**config.mk**
```make
export PLATFORM = sky130hd
export DESIGN_NAME = inst_fetch_unit
export DESIGN_NICKNAME = d
export VERILOG_FILES = /design/src/rtl/inst_fetch_unit.sv
export SDC_FILE = /design/constraint.sdc
export NUM_CORES = 1
export LEC_CHECK = 0
export ABC_AREA = 1
export BUFFER_PORTS_ARGS = -buffer_cell sky130_fd_sc_hd__buf_2
export CELL_PAD_IN_SITES_DETAIL_PLACEMENT = 1
export CELL_PAD_IN_SITES_GLOBAL_PLACEMENT = 2
export CORE_UTILIZATION = 32
export DETAILED_ROUTE_END_ITERATION = 12
export GPL_ROUTABILITY_DRIVEN = 0
export PLACE_DENSITY = 0.81
export SETUP_SLACK_MARGIN = 0.4
export SYNTH_ARGS = -nofsm -noshare
export SYNTH_HDL_FRONTEND = slang
export SYNTH_SLANG_ARGS = --single-unit
```
**constraint.sdc**
```tcl
create_clock -name clk -period 6.85 [get_ports clk]
set_input_delay 0.3425 -clock clk [delete_from_list [all_inputs] [get_ports clk]]
set_output_delay 0.3425 -clock clk [all_outputs]
set_load 0.02 [all_outputs]
```
**src/rtl/inst_fetch_unit.sv**
```systemverilog
// Instruction fetch stage: fetch PC, single-outstanding imem req/gnt/rvalid port, small in-order
// instruction buffer. Optional FETCH_MISALIGN_TRAP_EN adds a sticky misaligned-redirect trap.
module inst_fetch_unit #(
  parameter logic [31:0] RESET_PC   = 32'h0000_0000,
  parameter int unsigned FIFO_DEPTH = 2
) (
  input  logic        clk,
  input  logic        rst_n,
  input  logic        clk_en,
  input  logic        PCSel,
  input  logic [31:0] alu_out,
  input  logic        dec_ready,
  output logic        imem_req,
  output logic [31:0] imem_addr,
  input  logic        imem_gnt,
  input  logic        imem_rvalid,
  input  logic [31:0] imem_rdata,
  output logic [31:0] inst,
  output logic [31:0] inst_pc,
  output logic [31:0] inst_pc4,
  output logic        inst_valid
`ifdef FETCH_MISALIGN_TRAP_EN
  ,
  output logic        misalign
`endif
);

  localparam int unsigned PtrW = (FIFO_DEPTH > 1) ? $clog2(FIFO_DEPTH) : 1;
  localparam int unsigned CntW = $clog2(FIFO_DEPTH + 1);
  localparam logic [CntW-1:0] DepthCnt = CntW'(FIFO_DEPTH);
  localparam logic [31:0] Nop = 32'h0000_0013;

  typedef enum logic [1:0] {StReq, StWait, StDrop} state_e;

  state_e            state_q, state_d;
  logic [31:0]       fetch_pc_q, fetch_pc_d;
  logic [CntW-1:0]   count_q, count_d;
  logic [PtrW-1:0]   rd_ptr_q, rd_ptr_d;
  logic [PtrW-1:0]   wr_ptr_q, wr_ptr_d;
  logic [31:0]       inst_mem_q [FIFO_DEPTH];
  logic [31:0]       pc_mem_q   [FIFO_DEPTH];

  logic redirect;
  logic gnt_fire;
  logic push;
  logic pop;
  logic fetch_stop;

`ifdef FETCH_MISALIGN_TRAP_EN
  logic misalign_q, misalign_d;

  always_comb begin
    misalign_d = misalign_q;
    if (redirect && (alu_out[1:0] != 2'b00)) begin
      misalign_d = 1'b1;
    end
  end

  always_ff @(posedge clk) begin
    if (!rst_n) begin
      misalign_q <= 1'b0;
    end else begin
      misalign_q <= misalign_d;
    end
  end

  assign misalign   = misalign_q;
  assign fetch_stop = misalign_q;
`else
  logic unused_alu_lsb;
  assign unused_alu_lsb = ^alu_out[1:0];
  assign fetch_stop     = 1'b0;
`endif

  // Handshake and FIFO control; a redirect dominates every other event in its cycle.
  always_comb begin
    redirect   = clk_en & PCSel;
    inst_valid = (count_q != '0);
    imem_addr  = fetch_pc_q;
    imem_req   = rst_n & clk_en & ~PCSel & ~fetch_stop & (state_q == StReq) &
                 (count_q < DepthCnt);
    gnt_fire   = imem_req & imem_gnt;
    push       = (state_q == StWait) & imem_rvalid & ~redirect;
    pop        = clk_en & inst_valid & dec_ready & ~redirect;
  end

  always_comb begin
    state_d    = state_q;
    fetch_pc_d = fetch_pc_q;
    count_d    = count_q;
    rd_ptr_d   = rd_ptr_q;
    wr_ptr_d   = wr_ptr_q;

    unique case (state_q)
      StReq: begin
        if (gnt_fire) begin
          fetch_pc_d = fetch_pc_q + 32'd4;
          state_d    = StWait;
        end
      end
      StWait, StDrop: begin
        // Responses are captured regardless of clk_en: memory cannot be stalled.
        if (imem_rvalid) begin
          state_d = StReq;
        end
      end
      default: state_d = StReq;
    endcase

    if (push) begin
      wr_ptr_d = wr_ptr_q + PtrW'(1);
    end
    if (pop) begin
      rd_ptr_d = rd_ptr_q + PtrW'(1);
    end
    if (push && !pop) begin
      count_d = count_q + CntW'(1);
    end else if (pop && !push) begin
      count_d = count_q - CntW'(1);
    end

    if (redirect) begin
      fetch_pc_d = {alu_out[31:2], 2'b00};
      count_d    = '0;
      rd_ptr_d   = '0;
      wr_ptr_d   = '0;
      // A response arriving in the redirect cycle retires the outstanding request.
      if ((state_q != StReq && !imem_rvalid) || gnt_fire) begin
        state_d = StDrop;
      end else begin
        state_d = StReq;
      end
    end
  end

  always_ff @(posedge clk) begin
    if (!rst_n) begin
      state_q    <= StReq;
      fetch_pc_q <= RESET_PC;
      count_q    <= '0;
      rd_ptr_q   <= '0;
      wr_ptr_q   <= '0;
    end else begin
      state_q    <= state_d;
      fetch_pc_q <= fetch_pc_d;
      count_q    <= count_d;
      rd_ptr_q   <= rd_ptr_d;
      wr_ptr_q   <= wr_ptr_d;
    end
  end

  // Only one request is ever in flight, so its PC is the fetch PC minus one word.
  always_ff @(posedge clk) begin
    if (rst_n && push) begin
      inst_mem_q[wr_ptr_q] <= imem_rdata;
      pc_mem_q[wr_ptr_q]   <= fetch_pc_q - 32'd4;
    end
  end

  always_comb begin
    inst     = Nop;
    inst_pc  = 32'h0;
    if (inst_valid) begin
      inst    = inst_mem_q[rd_ptr_q];
      inst_pc = pc_mem_q[rd_ptr_q];
    end
    inst_pc4 = inst_pc + 32'd4;
  end

endmodule
```
; Word-level counts from Yosys, hierarchy flattened
; Memories as Yosys holds them, arrays and structs flattened. A register that Yosys moved wholly into a read port is not among the register bits.
; Cells that the tools add are included.
[totals]
regBits = 38
ramBits = 128
input_bits = 71
output_inout_bits = 130
memories = 2
[op_classes]
n_addsub = 7
magnitude_cmp = 1
eq_ne = 4
mux = 18
bitwise_logic = 14
n_reduce_logical = 19
[memory_table]
columns = name, words, word_bits, read_ports, rd_ports_with_merged_regs, wr, line_no
row1 = inst_mem_q, 2, 32, 1, 1, 1, 40  ; logic [31:0] inst_mem_q [FIFO_DEPTH];
row2 = pc_mem_q, 2, 32, 1, 1, 1, 41  ; logic [31:0] pc_mem_q [FIFO_DEPTH];
[ops]
columns = op, n
row1 = $mux 32, 5
row2 = $add 32x3->32 const B, 2
row3 = $sub 32x3->32 const B, 1
row4 = $mux 2, 6
row5 = $and 1x1->1, 11
row6 = $reduce_bool 2->1, 5
row7 = $mux 1, 6
row8 = $ne 3x3->1 const B, 2
row9 = $reduce_and 2->1, 3
row10 = $logic_and 1x1->1, 4
row11 = $pmux 2 s2, 1
row12 = $reduce_or 2->1, 2
row13 = $logic_not 1->1, 3
row14 = $not 1->1, 3
row15 = $add 1x1->1 const B, 2
row16 = $add 2x1->2 const B, 1
row17 = $eq 2x1->1 const B, 1
row18 = $eq 2x2->1 const B, 1
row19 = $logic_not 2->1, 1
row20 = $lt 2x2->1 const B, 1
row21 = $sub 2x1->2 const B, 1
row22 = $logic_or 1x1->1, 1

; Longest topological paths before layout
[logic_depth]
word_depth = 8
ltp_mapped = 13

; Worst setup path after synthesis
; No wires, ideal clock.
[synth_path]
kind = input to register
startpoint = in clk_en
endpoint = mem inst_mem_q[0][0], enable pin
setup_ns = 0.558
t_arrival_ns = 5.080
path_slack_ns = 1.212
cell_stages = 6
n_path_buf = 1
path_cell_list = nand2_1 -> inv_1 -> clkbuf_1 -> nor2_1 -> inv_1 -> nor3_1
[synth_via]
elab_chain_len = 6
[synth_rtl]
columns = element, line_no
row1 = start: declaration, 9  ; input logic clk_en,
row2 = $and 1x1->1, 77  ; redirect = clk_en & PCSel;
row3 = $not 1->1, 83  ; push = (state_q == StWait) & imem_rvalid & ~redirect;
row4 = $and 1x1->1, 83
row5 = net push, 45  ; logic push;
row6 = $logic_and 1x1->1, 154  ; if (rst_n && push) begin
row7 = $mux 1, 154
row8 = $mux 1 (implied by the code), 155  ; inst_mem_q[wr_ptr_q] <= imem_rdata;
row9 = end: declaration, 40
; The timed path passes the listed nets, and every way through them passes these cells.

==> summary.txt <==
Critical path
  – CP Data Required Time: 6.51 ns
  – Slowest Stage Delay on Critical Path: 0.60 ns
  – Cell mode on critical path: nand2_1
  – Nature of the critical path endpoint: primary output
  – Cell Chain, Critical Path: buf_4 > inv_8 > nand2_1 > nand3_4 > inv_2 > ha_1 > nand2_2 > nor2_4 > nand2_1 > xor2_1 > buf_2
  – Crit path max-delay family: buffers and inverters
  – Arrival time worst endpoint: 3.17 ns
  – Maximum fanout along the worst path: 69
  – Critical-path cell with the highest stage delay: buf_4
  – Crit path launch type: flip-flop
  – Crit path buffers/inverters: 4
  – WS Path Type: reg2out

Yosys
  – Number of enable-type register cells in the synthesized netlist: 124
  – Top_reg_cell synth: edfxtp_1
  – Mapped Cells: 1138
  – Sequential share of the synthesized area: 48.8%
  – Synth Register Bits: 161
  – Async SR Flop Fraction: 0%
  – Cell area after technology mapping: 9150 µm²
  – Syn_area_per_cell: 8.04 µm²
  – Synth warn: 0
  – Unique masters post-synth: 45

Detailed routing
  – Wire length per cell after detailed routing: 16.2 µm
  – Number of remaining DRC errors: 0
  – Detail Route Antenna Nets: 0
  – Via count: 7991
  – Count of routing violations after the opening detailed-route iteration: 445
  – Initial DRT Pass Iterations: 4
  – Post-detailed-route via-to-cell ratio: 4.71
  – DRT Wirelength: 27500 µm

GRT
  – Number of global-route vias before repair: 7800
  – Pin count of the biggest net entering global routing: 70
  – Sum of overflow across all layers after global routing: 0
  – GR Util met1: 26.0%
  – Number of antenna violations at the first check in global routing: 0
  – Global routing met3 resource utilization: 2.54%
  – Global route hottest layer: met2
  – Gr usage total: 19.2%
  – Wire length of the first global-routing pass: 42700 µm
  – Fraction of met2 tracks used by global routing: 32.1%

Placement
  – Cell count after placement: 1666
  – Total of buffers placed on input and output ports: 192
  – Placed wire-length estimate: 20600 µm

Die
  – Die width: 171 µm
  – Die area: 29300 µm²
  – Starting utilization of the core area: 32.8%
  – Boundary Pins: 201
  – Vertical die dimension: 171 µm
  – Core Area: 27900 µm²
  – Num rows: 61

Clocking
  – Max Root-Sink Buffers: 2
  – Clock-pin transition on the worst setup and hold timing paths: 0.08 ns
  – Number of clock sinks: 161
  – Number of hold buffers added after cts: 0
  – TritonCTS clock tree: built
  – Postcts setup bufs: 0
  – Clock root cell: clkbuf_16
  – # H-tree levels: 4
  – Number of buffers inserted during clock tree synthesis: 17
  – CTS resizes: 0
  – Clock insertion delay at the later pin of the skew report: 0.44 ns

Finish
  – Area taken by multi-input logic gates: 3900 µm²
  – Most used cells in the layout excluding fill and tap cells: nand2_1 (358), buf_2 (192), nor2_1 (128)
  – Util after Layout: 39.1%
  – Area delta synth->final: 19.4%
  – Most common cell after layout, fill and taps aside: nand2_1
  – # fillers: 3465
  – Fraction of layout cells with a size suffix above 1: 22.6%
  – Total inserted antenna cells: 0
  – Footprint of the flip-flops and latches: 4470 µm²
  – Layout net count: 1384
  – Post-route insts no fill: 1698

Status
  – Run status: completed

Pwr
  – Power, Total: 2.28 mW
  – Static leakage: 4.91 nW
  – Power density relative to cell area: 209 nW/µm²
  – Peak ir drop on the vdd network: 0.137 mV

STA
  – Final setup vio count: 0
  – WHS: 0.0876 ns
  – Max_slew headroom: 40.7%
  – Achievable clock frequency: 0.285 GHz
  – Unrepaired setup endpoints after global routing: no
  – Min cycle time layout: 3.51 ns
  – Worst slew pin tran: 0.889 ns
  – Final worst path period share: 51.3%
  – Slew Viols, Final: 0
  – Clk_skew: 0.0124 ns
  – Setup_tns: 0 ns
  – Final number of hold-violating endpoints: 0

Flow run
  – Number of max-capacitance violations reported: 0

Hold path
  – Type of the tightest min-delay check: in2reg
## final cells by class
cell class | instances | area share [%]
repair buffers | 197 | 9.14
multi-input cells | 803 | 35.7
well taps | 378 | 4.33
clock buffers | 17 | 3.89
flip-flops and latches | 161 | 40.9
inverters | 127 | 4.48
clock inverters | 15 | 1.58
## cell families after synthesis
kind of cell	synth area share (%)
xor+xnor	4.79
fa+ha+maj	0.820
buf+inv	8.89
compound gates	5.77
other cells	0.0410
flops	48.8
simple gates	30.9
## stage by stage
stage / worst slack (ns) / cell area [µm²]
final: 3.34 / 10900
after global routing: 3.05 / 10900
after CTS: 3.22 / 10900
after detailed placement: 3.70 / 10300
after global placement: 3.73 / 10300
after floorplan: 1.21 / 9170
## state kept, by name (all words and copies together) (netlist names), named ones only
signal      flops
inst_mem_q     64
pc_mem_q       60
imem_addr      30
count_q         2
state_q         2
rd_ptr_q        1
wr_ptr_q        1
## per-layer routing
| metal | vias up | part of all wire (%) |
|---|---|---|
| met5 | - | 0 |
| met4 | 0 | 1.1 |
| met3 | 24 | 3.8 |
| met2 | 176 | 47 |
| met1 | 3802 | 48 |
| li1 | 3989 | - |
## worst reg2reg max path: cells and delay by family, from the launching register on
| kind | cells | cell delay, ns |
|---|---|---|
| fa+ha+maj | 1 | 0.21 |
| simple gates | 6 | 1.29 |
| compound gates | 1 | 0.12 |
| buf+inv | 2 | 0.32 |
| flops | 1 | 0.34 |
## path summary, 6_finish.rpt
check	depth (start not counted)	endpoint	slack (ns)	start
max	11	inst_pc4[18]	3.34	flip-flop
min	1	inst_mem_q[0][27]$_DFFE_PP_	0.09	imem_rdata[27]
max reg2reg	10	imem_addr[20]$_SDFFE_PN0P_	4.50	state_q[0]$_SDFFE_PN0P_
min reg2reg	2	state_q[1]$_SDFFE_PN0P_	0.48	state_q[1]$_SDFFE_PN0P_
## Yosys cell counts (2+ instances only)
master	number	share of area [%]
a22oi_1	4	0.33
buf_1	2	0.082
inv_1	120	4.9
buf_4	8	0.66
buf_2	14	0.77
o21ai_1	5	0.27
dfxtp_1	37	8.1
ha_1	6	0.82
nand4_1	15	1.0
clkbuf_1	18	0.74
nand2_1	358	15
a21oi_1	56	3.1
a31oi_1	3	0.21
o221ai_1	2	0.19
nand3_1	77	4.2
nand3_4	2	0.38
nor2_4	8	0.98
inv_2	5	0.21
buf_6	7	0.86
nand2_2	15	1.0
nor2_2	16	1.1
nor3_1	5	0.27
xor2_1	45	4.3
edfxtp_1	124	41
xnor2_1	5	0.48
o21ai_2	2	0.19
nand3_2	12	1.3
o21ai_0	23	1.3
nor2_1	128	5.3
## power by group
| part | internal (mW) | total (mW) | switching (mW) |
|---|---|---|---|
| logic | 0.0732 | 0.229 | 0.156 |
| clock network | 0.490 | 0.948 | 0.459 |
| registers | 1.07 | 1.10 | 0.0276 |
Note: power is estimated with default switching activity, not from simulation.
